<file path="src/rtl/imm_shifter_pipe_pkg.sv">
// Shared definitions for the pipelined operand-2 generator: mode codes, shift
// types, the decoded-operation record and the decode function.
package imm_shifter_pipe_pkg;

  localparam logic [2:0] IMM_ROT8 = 3'b000;
  localparam logic [2:0] IMM_LS12 = 3'b001;
  localparam logic [2:0] IMM_BR24 = 3'b010;
  localparam logic [2:0] IMM_RSH  = 3'b011;
  localparam logic [2:0] IMM_HW8  = 3'b100;

  typedef enum logic [1:0] {
    SH_LSL = 2'b00,
    SH_LSR = 2'b01,
    SH_ASR = 2'b10,
    SH_ROR = 2'b11
  } sh_type_e;

  // Everything the final stage needs; modes that bypass the shifter carry
  // their finished value in data with use_core clear.
  typedef struct packed {
    logic        use_core;
    logic [31:0] data;
    logic [5:0]  amount;
    sh_type_e    sh_type;
    logic        cin;
    logic        err;
  } op_t;

  function automatic op_t decode_op(input logic [31:0] instr,
                                    input logic [2:0]  src,
                                    input logic [31:0] rm,
                                    input logic        cin,
                                    input int unsigned br_shift);
    op_t op;
    op         = '0;
    op.sh_type = SH_LSL;
    op.cin     = cin;
    case (src)
      IMM_ROT8: begin
        // A zero rotate is issued as LSL#0 so the core treats it as a
        // pass-through rather than RRX.
        op.use_core = 1'b1;
        op.data     = {24'b0, instr[7:0]};
        op.amount   = {1'b0, instr[11:8], 1'b0};
        op.sh_type  = (instr[11:8] == 4'd0) ? SH_LSL : SH_ROR;
      end
      IMM_LS12: op.data = {20'b0, instr[11:0]};
      IMM_BR24: op.data = {{8{instr[23]}}, instr[23:0]} << br_shift;
      IMM_RSH: begin
        op.use_core = 1'b1;
        op.data     = rm;
        op.sh_type  = sh_type_e'(instr[6:5]);
        op.amount   = {1'b0, instr[11:7]};
        if (instr[11:7] == 5'd0 && (op.sh_type == SH_LSR || op.sh_type == SH_ASR))
          op.amount = 6'd32;
      end
      IMM_HW8:  op.data = {24'b0, instr[11:8], instr[3:0]};
      default:  op.err  = 1'b1;
    endcase
    return op;
  endfunction

endpackage

</file>
<file path="src/rtl/imm_shift_core.sv">
// Combinational 32-bit shifter/rotator. Amount 0 means pass-through for
// LSL/LSR/ASR and RRX for ROR. Carry logic exists only with SHIFTER_CARRY_EN.
module imm_shift_core
  import imm_shifter_pipe_pkg::*;
(
  input  logic [31:0] data,
  input  logic [5:0]  amount,
  input  sh_type_e    sh_type,
  input  logic        carry_in,
  output logic [31:0] result,
  output logic        carry_out
);

  logic [31:0] ror_r;

  assign ror_r = (data >> amount[4:0]) | (data << (6'd32 - {1'b0, amount[4:0]}));

`ifdef SHIFTER_CARRY_EN
  // Shifting with carry_in appended on the outgoing side leaves the last bit
  // shifted out (or carry_in for a zero shift) in the extra position.
  always_comb begin
    // NOTE: combinational blocks use blocking assignments and give every
    // output a default first, so no path leaves a latch behind.
    result    = data;
    carry_out = carry_in;
    case (sh_type)
      SH_LSL: {carry_out, result} = {carry_in, data} << amount;
      SH_LSR: {result, carry_out} = {data, carry_in} >> amount;
      SH_ASR: {result, carry_out} = $signed({data, carry_in}) >>> amount;
      default: begin
        if (amount == 6'd0) begin
          {result, carry_out} = {carry_in, data};
        end else begin
          result    = ror_r;
          carry_out = ror_r[31];
        end
      end
    endcase
  end
`else
  always_comb begin
    result    = data;
    carry_out = 1'b0;
    case (sh_type)
      SH_LSL:  result = data << amount;
      SH_LSR:  result = data >> amount;
      SH_ASR:  result = $signed(data) >>> amount;
      default: result = (amount == 6'd0) ? {carry_in, data[31:1]} : ror_r;
    endcase
  end
`endif

endmodule

</file>
<file path="src/rtl/imm_shifter_pipe.sv">
// Pipelined operand-2 generator with valid/ready handshake and sideband tag.
// Optional macro SHIFTER_CARRY_EN enables the shifter carry output.
module imm_shifter_pipe
  import imm_shifter_pipe_pkg::*;
#(
  parameter int PIPE_STAGES = 2,  // 1 or 2
  parameter int BR_SHIFT    = 2,
  parameter int TAG_W       = 4
) (
  input  logic             clk,
  input  logic             rst,
  input  logic             in_valid,
  output logic             in_ready,
  input  logic [31:0]      instruction,
  input  logic [2:0]       imm_src,
  input  logic [31:0]      rm_data,
  input  logic             carry_in,
  input  logic [TAG_W-1:0] in_tag,
  output logic             out_valid,
  input  logic             out_ready,
  output logic [31:0]      out_data,
  output logic             carry_out,
  output logic             out_err,
  output logic [TAG_W-1:0] out_tag
);

  op_t              dec_op;
  op_t              core_op;
  logic             core_valid;
  logic [TAG_W-1:0] core_tag;
  logic [31:0]      core_result;
  logic             core_carry;
  logic [31:0]      res_data;
  logic             res_carry;
  logic             out_open;
  logic             out_load;

  assign dec_op   = decode_op(instruction, imm_src, rm_data, carry_in, BR_SHIFT);
  assign out_open = !out_valid || out_ready;
  assign out_load = core_valid && out_open;

  if (PIPE_STAGES == 2) begin : g_two
    logic             s1_valid;
    logic             s1_advance;
    op_t              s1_op;
    logic [TAG_W-1:0] s1_tag;

    assign s1_advance = s1_valid && out_open;
    assign in_ready   = !s1_valid || s1_advance;

    always_ff @(posedge clk) begin
      if (rst)           s1_valid <= 1'b0;
      else if (in_ready) s1_valid <= in_valid;
    end

    // NOTE: payload registers carry no reset; s1_valid alone says whether
    // they hold anything meaningful.
    always_ff @(posedge clk) begin
      if (in_valid && in_ready) begin
        s1_op  <= dec_op;
        s1_tag <= in_tag;
      end
    end

    assign core_valid = s1_valid;
    assign core_op    = s1_op;
    assign core_tag   = s1_tag;
  end else begin : g_one
    assign in_ready   = out_open;
    assign core_valid = in_valid;
    assign core_op    = dec_op;
    assign core_tag   = in_tag;
  end

  imm_shift_core u_core (
    .data      (core_op.data),
    .amount    (core_op.amount),
    .sh_type   (core_op.sh_type),
    .carry_in  (core_op.cin),
    .result    (core_result),
    .carry_out (core_carry)
  );

  assign res_data = core_op.use_core ? core_result : core_op.data;

`ifdef SHIFTER_CARRY_EN
  assign res_carry = core_op.use_core ? core_carry : core_op.cin;
`else
  assign res_carry = core_carry;
`endif

  // Output register: holds its value while the consumer stalls.
  always_ff @(posedge clk) begin
    if (rst) begin
      out_valid <= 1'b0;
      out_data  <= '0;
      carry_out <= 1'b0;
      out_err   <= 1'b0;
      out_tag   <= '0;
    end else begin
      if (out_open) out_valid <= core_valid;
      if (out_load) begin
        out_data  <= res_data;
        carry_out <= res_carry;
        out_err   <= core_op.err;
        out_tag   <= core_tag;
      end
    end
  end

endmodule

</file>
<file path="config.mk">
export PLATFORM = sky130hd
export DESIGN_NAME = imm_shifter_pipe
export DESIGN_NICKNAME = d
export VERILOG_FILES = /design/src/rtl/imm_shifter_pipe_pkg.sv /design/src/rtl/imm_shift_core.sv /design/src/rtl/imm_shifter_pipe.sv
export SDC_FILE = /design/constraint.sdc
export NUM_CORES = 1
export LEC_CHECK = 0
export ABC_AREA = 1
export BUFFER_PORTS_ARGS = -buffer_cell sky130_fd_sc_hd__buf_2
export CORE_ASPECT_RATIO = 0.7
export CORE_MARGIN = 1
export CORE_UTILIZATION = 41
export CTS_CLUSTER_DIAMETER = 60
export DETAILED_ROUTE_END_ITERATION = 8
export GPL_TIMING_DRIVEN = 0
export HOLD_SLACK_MARGIN = 0.03
export SLEW_MARGIN = 20
export SYNTH_ARGS = -nofsm -noshare
export SYNTH_HDL_FRONTEND = slang
export SYNTH_HIERARCHICAL = 1
export SYNTH_SLANG_ARGS = --single-unit
</file>
<file path="constraint.sdc">
create_clock -name clk -period 4.15 [get_ports clk]
set_input_delay 0.83 -clock clk [delete_from_list [all_inputs] [get_ports clk]]
set_output_delay 0.83 -clock clk [all_outputs]
set_load 0.01 [all_outputs]
</file>
### Yosys cells after proc, flatten, opt, wreduce, memory -nomap -nowiden

Index checks and enable logic that the tools add are counted.

* add/sub/neg operators: 1
* multiply operators: 0
* divide/modulo/power cells: 0
* $lt $le $gt $ge: 0
* eq/ne operators: 8
* shifts and indexed selects: 5
* muxes and demuxes: 9
* bitwise operators: 1
* reduce and logical (&&, ||, !) cells: 15

Operators with widths (count)
* case mux 32 bit (5 select lines): 1
* case mux 32 bit (3 select lines): 1
* 2-to-1 mux 32 bit: 2
* << shifter 32 x 6 -> 32 bit: 2
* bitwise OR 32 bit: 1
* right shift 32 x 5 -> 32 bit: 1
* right shift 32 x 6 -> 32 bit: 1
* >>> shifter 32 x 6 -> 32 bit: 1
* case mux 8 bit (2 select lines): 1
* == test 3 x 2 -> 1 bit (second input constant): 2
* zero test 6 bit: 1
* 2-to-1 mux 6 bit: 1
* subtractor 6 x 5 -> 6 bit (first input constant): 1
* zero test 5 bit: 1
* OR reduction 5 bit: 1
* == test 2 x 1 -> 1 bit (second input constant): 2
* == test 2 bit (second input constant): 2
* zero test 4 bit: 1
* == test 3 x 1 -> 1 bit (second input constant): 1
* == test 3 bit (second input constant): 1
* logical AND 1 bit: 3
* zero test 3 bit: 1
* logical OR 1 bit: 3
* zero test 1 bit: 2
* other kinds (4): 5

* flip-flop bits (word level): 86
* latch bits: 0
* bits in writable memories: 0
* bits in read-only memories: 0
* bits of input ports: 76
* word-level logic and storage cells: 51
* memories: 0

### Depth between registers and ports, before layout

Gate-level depths: netlist (run 1).

* depth after elaboration: 6
* depth in mapped cells: 24
* mapped depth without buffers: 21

### Hierarchy

The synthesis (run 1) kept the hierarchy.

Modules (own cells, without submodules)
* imm_shift_core: times used 1, cells an instance 1316, area each 6311.1 sq um, seq. area each 0.0 sq um
* imm_shifter_pipe: times used 1, cells an instance 476, area each 3925.0 sq um, seq. area each 2212.1 sq um

### Worst setup path after synthesis (run 1)

OpenSTA, ideal clock, no wires.

* path kind: register to register
* from: register g_two.s1_op, in the netlist core_op[5]
* to: register out_data[27]
* library setup time: 132 ps
* arrival time: 2467 ps
* slack: 1551 ps
* cell stages (with the launch flop): 20
* path buffers: 5
* cells stage by stage: edfxtp_1 > buf_4 > inv_4 > buf_4 > buf_4 > ha_1 > inv_1 > buf_2 > buf_1 > nand2_1 > a21oi_1 > nor2_1 > o21ai_1 > nand3b_1 > nand3_1 > nand2_1 > nand2_1 > o21ai_0 > nand2_1 > a21oi_1

* word-level cells in the longest chain between the ends: 6
* elaborated cells on any way between the ends: 11
* those cells by class: add/sub (1); shift (5); mux (3); bitwise (1); reduce/logical (1)

RTL lines
* start, declared: line imm_shifter_pipe.sv:45 `op_t s1_op;`
* start signal, assigned: line imm_shifter_pipe.sv:60 `s1_op <= dec_op;`
* subtractor 6 x 5 -> 6 bit: line imm_shift_core.sv:16 `assign ror_r = (data >> amount[4:0]) | (data << (6'd32 - {1'b0, amount[4:0]}));`
* << shifter 32 x 6 -> 32 bit: line imm_shift_core.sv:16
* bitwise OR 32 bit: line imm_shift_core.sv:16
* 2-to-1 mux 32 bit: line imm_shift_core.sv:48 `default: result = (amount == 6'd0) ? {carry_in, data[31:1]} : ror_r;`
* case mux 32 bit (3 select lines) *: line imm_shift_core.sv:44 `case (sh_type)`
* via core_result[27]: line imm_shifter_pipe.sv:31 `logic [31:0] core_result;`
* 2-to-1 mux 32 bit *: line imm_shifter_pipe.sv:84 `assign res_data = core_op.use_core ? core_result : core_op.data;`
* end signal, assigned: line imm_shifter_pipe.sv:103 `out_data <= res_data;`
* end, declared: line imm_shifter_pipe.sv:21 `output logic [31:0] out_data,`

The timed path passes the listed nets; every way through them passes the cells marked *.
A chain may end at the register's enable or synchronous reset.

### Worst setup path after layout (run 1)

* from: register g_two.s1_op, in the netlist core_op[5]
* to: register out_data[2]

Same word-level chain as after synthesis.

==> key figures, run 1 <==
Synth
  – Count of different cell masters after synthesis: between 40 and 50
  – Avg Cell Area, Syn: roughly 5.7 sq um
  – Synth Warn #: 6
  – Synthesized area: between 10,000 and 15,000 sq um
  – Synth top area cells: nand3_1 23%, nand2_1 22%, edfxtp_1 14%
  – Largest area contributor in the netlist: nand3_1
  – Post-synthesis sequential area ratio: 21.6%
  – Cells after synthesis: 1,792
  – Post-synth top area share: 22.5%
  – Post-Syn Nets: 1,869
  – Yosys reg bits: 87

Routing
  – Detailed-route via count: ~14,000
  – Initial DRC count: approximately 2,500
  – Remaining DRCs: 9
  – Final WL: 63,000 um
  – Post-route ant nets: 0
  – Average vias per placed instance: 6.48
  – TritonRoute pass-1 iters: 9
  – Wirelength per Cell: 28.2 um

Setup path
  – RR Endpoint: out_data[2]
  – Worst reg2reg setup slack: 0.27 ns
  – Crit-path cells: buf_4, inv_4, buf_4, buf_4, ha_1, inv_1, nand2_1, nand2_1, inv_2, buf_2, nand3_1, nor2_1, a21oi_1, nand3_1, nand3_1, nand3_1, nand2_1, o21ai_0, nand2_1, a21oi_1
  – FF-to-FF Start: core_op[5]
  – Crit path kind: flop to flop
  – CP Launch Point: core_op[5]
  – CP max stage delay: 0.36 ns
  – Reg2Reg Depth: 20
  – CP arrival: 4.16 ns
  – Slowest cell on the critical path: edfxtp_1
  – Critical Path RT: around 4.4 ns
  – Critical Path End: out_data[2]
  – Crit path max fanout: 10
  – Crit. End Element: flop
  – Setup crit start kind: flop

CTS
  – Post-CTS Hold Buffers: 0
  – Clk_lat worst skew: roughly 0.35 ns
  – CTS tree: built
  – CTS Sinks: between 80 and 90
  – CTS resizes: 0
  – CTS Root Cell: clkbuf_16
  – CTS buffer count: 9
  – Clock tree buffer depth: 2
  – H-tree levels: 3
  – Worst-path clk slew: 0.07 ns
  – Setup bufs post-CTS: 0

Power and ir drop
  – Maximum resistive drop on vdd: 0.206 mV
  – Psw: around 1.7 mW
  – Clock share of power: 23.6%
  – Gate power share: 46.3%
  – Net Sw Frac: 46.9%
  – Pint: 1.90 mW
  – Register share of total power: 30.1%
  – Leak pwr: 5.55 nW
  – Power Total: roughly 3.6 mW
  – PD cells: 311 nW/um^2

Finish
  – Layout area overhead: 12.1%
  – Net count reported at finish: slightly below 2,000
  – Multi-input gate area in the final layout: 6870 sq um
  – ANT cells: 0
  – Register area: approximately 2200 sq um
  – Ratio of cells with drive above 1 in the final layout: 14.9%
  – Fill count: 2,605

Die
  – Die Footprint: 25,600 sq um
  – Chip height: around 130 um
  – Row count: 47
  – Initial Util: 42.6%
  – Die Wd: 191 um
  – Core ar.: 24,100 sq um
  – Top Ports: 116

STA
  – Final min period: 3.88 ns
  – Final WS setup: 0.268 ns
  – Slew Limit Fails: 0
  – Setup_tns: 0 ns
  – RSZ-0062 raised after global routing: false
  – Clk_skew: 0.0117 ns
  – Tcrit/Tclk final: 93.5%
  – Endpoints failing setup: 0
  – Relative slew slack: 41.0%
  – Final Hold Fails: 0
  – Worst-Margin Slew: 0.885 ns
  – Fmax: 0.258 GHz

Global route
  – Largest net degree at the start of global routing: 37
  – Total Routing Usage GR: around half
  – Vias in the first global route: between 10,000 and 15,000
  – Global-route wire length before repair: between 80,000 and 90,000 um
  – GRT overflow: 0
  – Initial antenna violation count: 1

Place
  – IO Port Bufs: 104
  – Final Wtd Congestion: 1.18
  – HPWL after DPL: 50,200 um
  – Dpl ws: 0.596 ns

Outcome
  – Failing checks: DRC
  – Outcome: finished, violations left

Min path
  – Worst Hold Class: flop to flop

Job
  – Max-cap violation count: 0
-- per-stage QoR --
| step | instance area, sq um | cells | hold WS [ns] | utilization (%) |
|---|---|---|---|---|
| final | 11500 | 2231 | 0.459 | 47.7 |
| after global placement | 11200 | 2214 | 0.448 | 46.4 |
| after global routing | 11500 | 2231 | 0.476 | 47.7 |
| after floorplan | 10200 | 1792 | 0.465 | - |
| after detailed placement | 11200 | 2215 | 0.452 | 46.5 |
| after CTS | 11500 | 2231 | 0.461 | 47.7 |
-- final cells by class --
cell class | instances | share of cell area (%)
Tap cell | 318 | 3.47
Multi-Input combinational cell | 1468 | 59.9
Sequential cell | 87 | 19.3
Clock buffer | 12 | 2.15
Inverter | 118 | 3.99
Timing Repair Buffer | 105 | 4.71
Clock inverter | 4 | 0.480
Buffer | 119 | 6.04
-- cell families (layout without fill, tap and decap cells) --
logic type / count (synthesis) / count (layout) / synth area share (%)
fa+ha+maj: 1 / 1 / 0.122
buf+inv: 237 / 358 / 11.2
other cells: 1 / 1 / 0.0366
simple gates: 1236 / 1236 / 54.1
flops: 87 / 87 / 21.6
compound gates: 230 / 230 / 12.9
-- cells in the mapped netlist, drive strengths merged --
cell type,instances
or2,17
o21a,1
o211ai,48
edfxtp,47
o21ai,98
nand2,612
a31oi,2
nand3,465
nor3,8
and2,10
buf,96
a21oi,79
nand3b,2
clkbuf,23
ha,1
o31ai,1
nand4,18
conb,1
inv,117
a21boi,1
dfxtp,40
nor2,104
clkinv,1
-- sequential cells by signal, summed over array words and instances (netlist names) --
signal / cells
out_tag: 4
out_data: 32
carry_out: 1
out_valid: 1
core_op: 43
out_err: 1
core_tag: 4
core_valid: 1
-- layout by cell type (no fill, tap or decap), drive strengths merged, types with 2 or more instances in the layout --
cell type / count
nand2: 612
nand3: 465
buf: 201
inv: 118
nor2: 104
o21ai: 98
a21oi: 79
o211ai: 48
edfxtp: 47
dfxtp: 40
clkbuf: 35
nand4: 18
or2: 17
and2: 10
nor3: 8
nand3b: 2
a31oi: 2
clkinv: 2
-- worst min-delay path by stage --
stage / startpoint / to / slack [ns] / cells past startpoint
6_report: out_data[15] / out_data[15] / 0.46 / 2
5_1_grt: out_data[22] / out_data[22] / 0.48 / 2
4_1_cts: out_data[22] / out_data[22] / 0.46 / 2
3_5_place_dp: out_data[22] / out_data[22] / 0.45 / 2
3_3_place_gp: out_data[17] / out_data[17] / 0.45 / 2
2_1_floorplan: core_op[0] / out_err / 0.47 / 2
-- worst max-delay path: cells and delay by family (launching register included) --
kind / cells / cell delay (ns)
compound gates: 3 / 0.38
fa+ha+maj: 1 / 0.36
buf+inv: 7 / 1.42
flops: 1 / 0.36
simple gates: 9 / 1.29
-- power by group through the flow --
stage	clock (mW)	sequential [mW]	combinational, mW
2_1_floorplan	0	1.03	0.956
6_report	0.842	1.08	1.65
3_3_place_gp	0	1.08	1.53
4_1_cts	0.843	1.06	1.53
5_1_grt	0.878	1.07	1.72
3_5_place_dp	0	1.08	1.53
-- metal layers --
metal	wire [um]	vias up	GRT usage [%]
met3	12300	267	30.1
li1	-	6265	-
met4	4100	6	26.5
met1	24700	6570	64.2
met2	21800	1338	58.9
met5	171	-	4.42
Power figures use the tool's default switching activity.
==> run 2, diff against run 1 <==
Settings changed: CTS_BUF_LIST from default to sky130_fd_sc_hd__clkbuf_4 sky130_fd_sc_hd__clkbuf_8 sky130_fd_sc_hd__clkbuf_16.
==> run 2 against run 1 <==
First-iteration DRC count rose by 0.47%; largest cell class unchanged; final area barely moved; the run now ends clean; utilization barely moved; register-to-register slack got worse by 0.03 ns.
==> key figures, run 2 (synthesis gave the netlist of run 1 again) <==
Finish
  – Fin util: between 40 and 50%
  – Net count reported at finish: between 1,500 and 2,000
  – Fill count: 2,603
  – ANT cells: 0
  – Largest register FFs: 43
  – Ratio of cells with drive above 1 in the final layout: approximately 15%
  – Non-Filler Instances: 2,231
  – Layout area overhead: 12.2%
  – Register area: 2210 sq um
  – Most frequent cells in the layout: 589 x nand2_1, 461 x nand3_1, 153 x buf_2, 93 x inv_1, 85 x nor2_1
  – Leading cell type in the layout, fill and taps excluded: nand2_1
  – Multi-input gate area in the final layout: between 6000 and 7000 sq um

Global route
  – Global-route wire length before repair: 88,200 um
  – Total Routing Usage GR: 48.8%
  – Largest net degree at the start of global routing: 37
  – GRT overflow: 0
  – Vias in the first global route: 12,900
  – Initial antenna violation count: 0

CTS
  – CTS tree: built
  – Clk_lat worst skew: 0.34 ns
  – CTS Root Cell: clkbuf_16
  – H-tree levels: 3
  – CTS buffer count: 9
  – CTS resizes: 0
  – Worst-path clk slew: approximately 0.07 ns
  – Clock tree buffer depth: 2
  – Setup bufs post-CTS: 0
  – Post-CTS Hold Buffers: 0
  – CTS Sinks: 87

Job
  – Max-cap violation count: 0

Power and ir drop
  – Leak pwr: 5.55 nW
  – Power Total: 3.58 mW
  – PD cells: just over 300 nW/um^2
  – Maximum resistive drop on vdd: 0.206 mV

Place
  – HPWL after DPL: 50,200 um
  – Final Wtd Congestion: 1.18
  – IO Port Bufs: ~100
  – Cells after DPL: 2,215
  – Dpl ws: about 0.60 ns

STA
  – Final WS setup: 0.239 ns
  – Final Hold Fails: 0
  – RSZ-0062 raised after global routing: false
  – Fmax: 0.256 GHz
  – Final min period: a little under 4 ns
  – Tcrit/Tclk final: 94.2%
  – Setup_tns: 0 ns
  – Slew Limit Fails: 0
  – Worst-Margin Slew: 0.837 ns
  – Endpoints failing setup: 0
  – Clk_skew: just over 0.009 ns
  – Relative slew slack: 43.6%

Die
  – Die Wd: 191 um
  – Top Ports: roughly 120
  – Row count: between 40 and 50
  – Initial Util: 42.6%
  – Chip height: 134 um
  – Die Footprint: 25,600 sq um
  – Core ar.: around 24,000 sq um

Setup path
  – Setup crit start kind: flop
  – Crit path max fanout: 10
  – Crit. End Element: flop
  – Critical Path RT: about 4.4 ns
  – Crit path kind: flop to flop
  – CP arrival: 4.19 ns

Routing
  – Wirelength per Cell: 28.3 um
  – Average vias per placed instance: about 6.5
  – Remaining DRCs: 0
  – Detailed-route via count: 14,500
  – Initial DRC count: around 2,500
  – TritonRoute pass-1 iters: 9
  – Post-route ant nets: 0
  – Final WL: 63,000 um

Outcome
  – Outcome: complete, no violations

Min path
  – Worst Hold Class: flop to flop
## run 2: cell types whose count changed in the layout (fill, tap and decap cells not counted)
cell and change:
clkbuf_1 -2, clkbuf_4 +2
## run 2: final cells by class
cell class                      instances  area share [%]
Inverter                              118            3.99
Sequential cell                        87            19.3
Timing Repair Buffer                  105            4.71
Clock inverter                          4           0.479
Clock buffer                           12            2.21
Tap cell                              318            3.46
Buffer                                119            6.04
Multi-Input combinational cell       1468            59.8
## run 2: worst paths after layout
path,from,to,slack (ns),cells after the start
worst min-delay path,out_data[15],out_data[15],0.46,2
worst min register to register,out_data[15],out_data[15],0.46,2
worst max register to register,core_op[5],out_data[2],0.24,20
worst max-delay path,core_op[5],out_data[2],0.24,20
## run 2: layer usage
metal | track usage [%] | share of wire, % | up-vias
met5 | 4.42 | 0.28 | -
met4 | 26.4 | 6.7 | 5
met3 | 30.1 | 19 | 268
met2 | 58.8 | 34 | 1307
met1 | 64.2 | 39 | 6619
li1 | - | - | 6259
## run 2: power breakdown
group	internal [mW]	switching (mW)
Clock	0.500	0.346
Combinational	0.442	1.21
Sequential	0.966	0.110
## run 2: through the flow
| step | area [sq um] | hold WS, ns |
|---|---|---|
| after floorplan | 10200 | 0.465 |
| after global placement | 11200 | 0.448 |
| after detailed placement | 11200 | 0.452 |
| after CTS | 11500 | 0.461 |
| after global routing | 11500 | 0.476 |
| final | 11500 | 0.459 |
## run 2: worst max-delay path, cell delays in order, from the launching register on
cell and delay [ns]:
edfxtp_1 0.36, buf_4 0.19, inv_4 0.15, buf_4 0.22
buf_4 0.23, ha_1 0.37, inv_1 0.16, nand2_1 0.10
nand2_1 0.30, inv_2 0.20, buf_2 0.28, nand3_1 0.15
nor2_1 0.25, a21oi_1 0.16, nand3_1 0.14, nand3_1 0.10
nand3_1 0.09, nand2_1 0.11, o21ai_0 0.10, nand2_1 0.07
a21oi_1 0.11
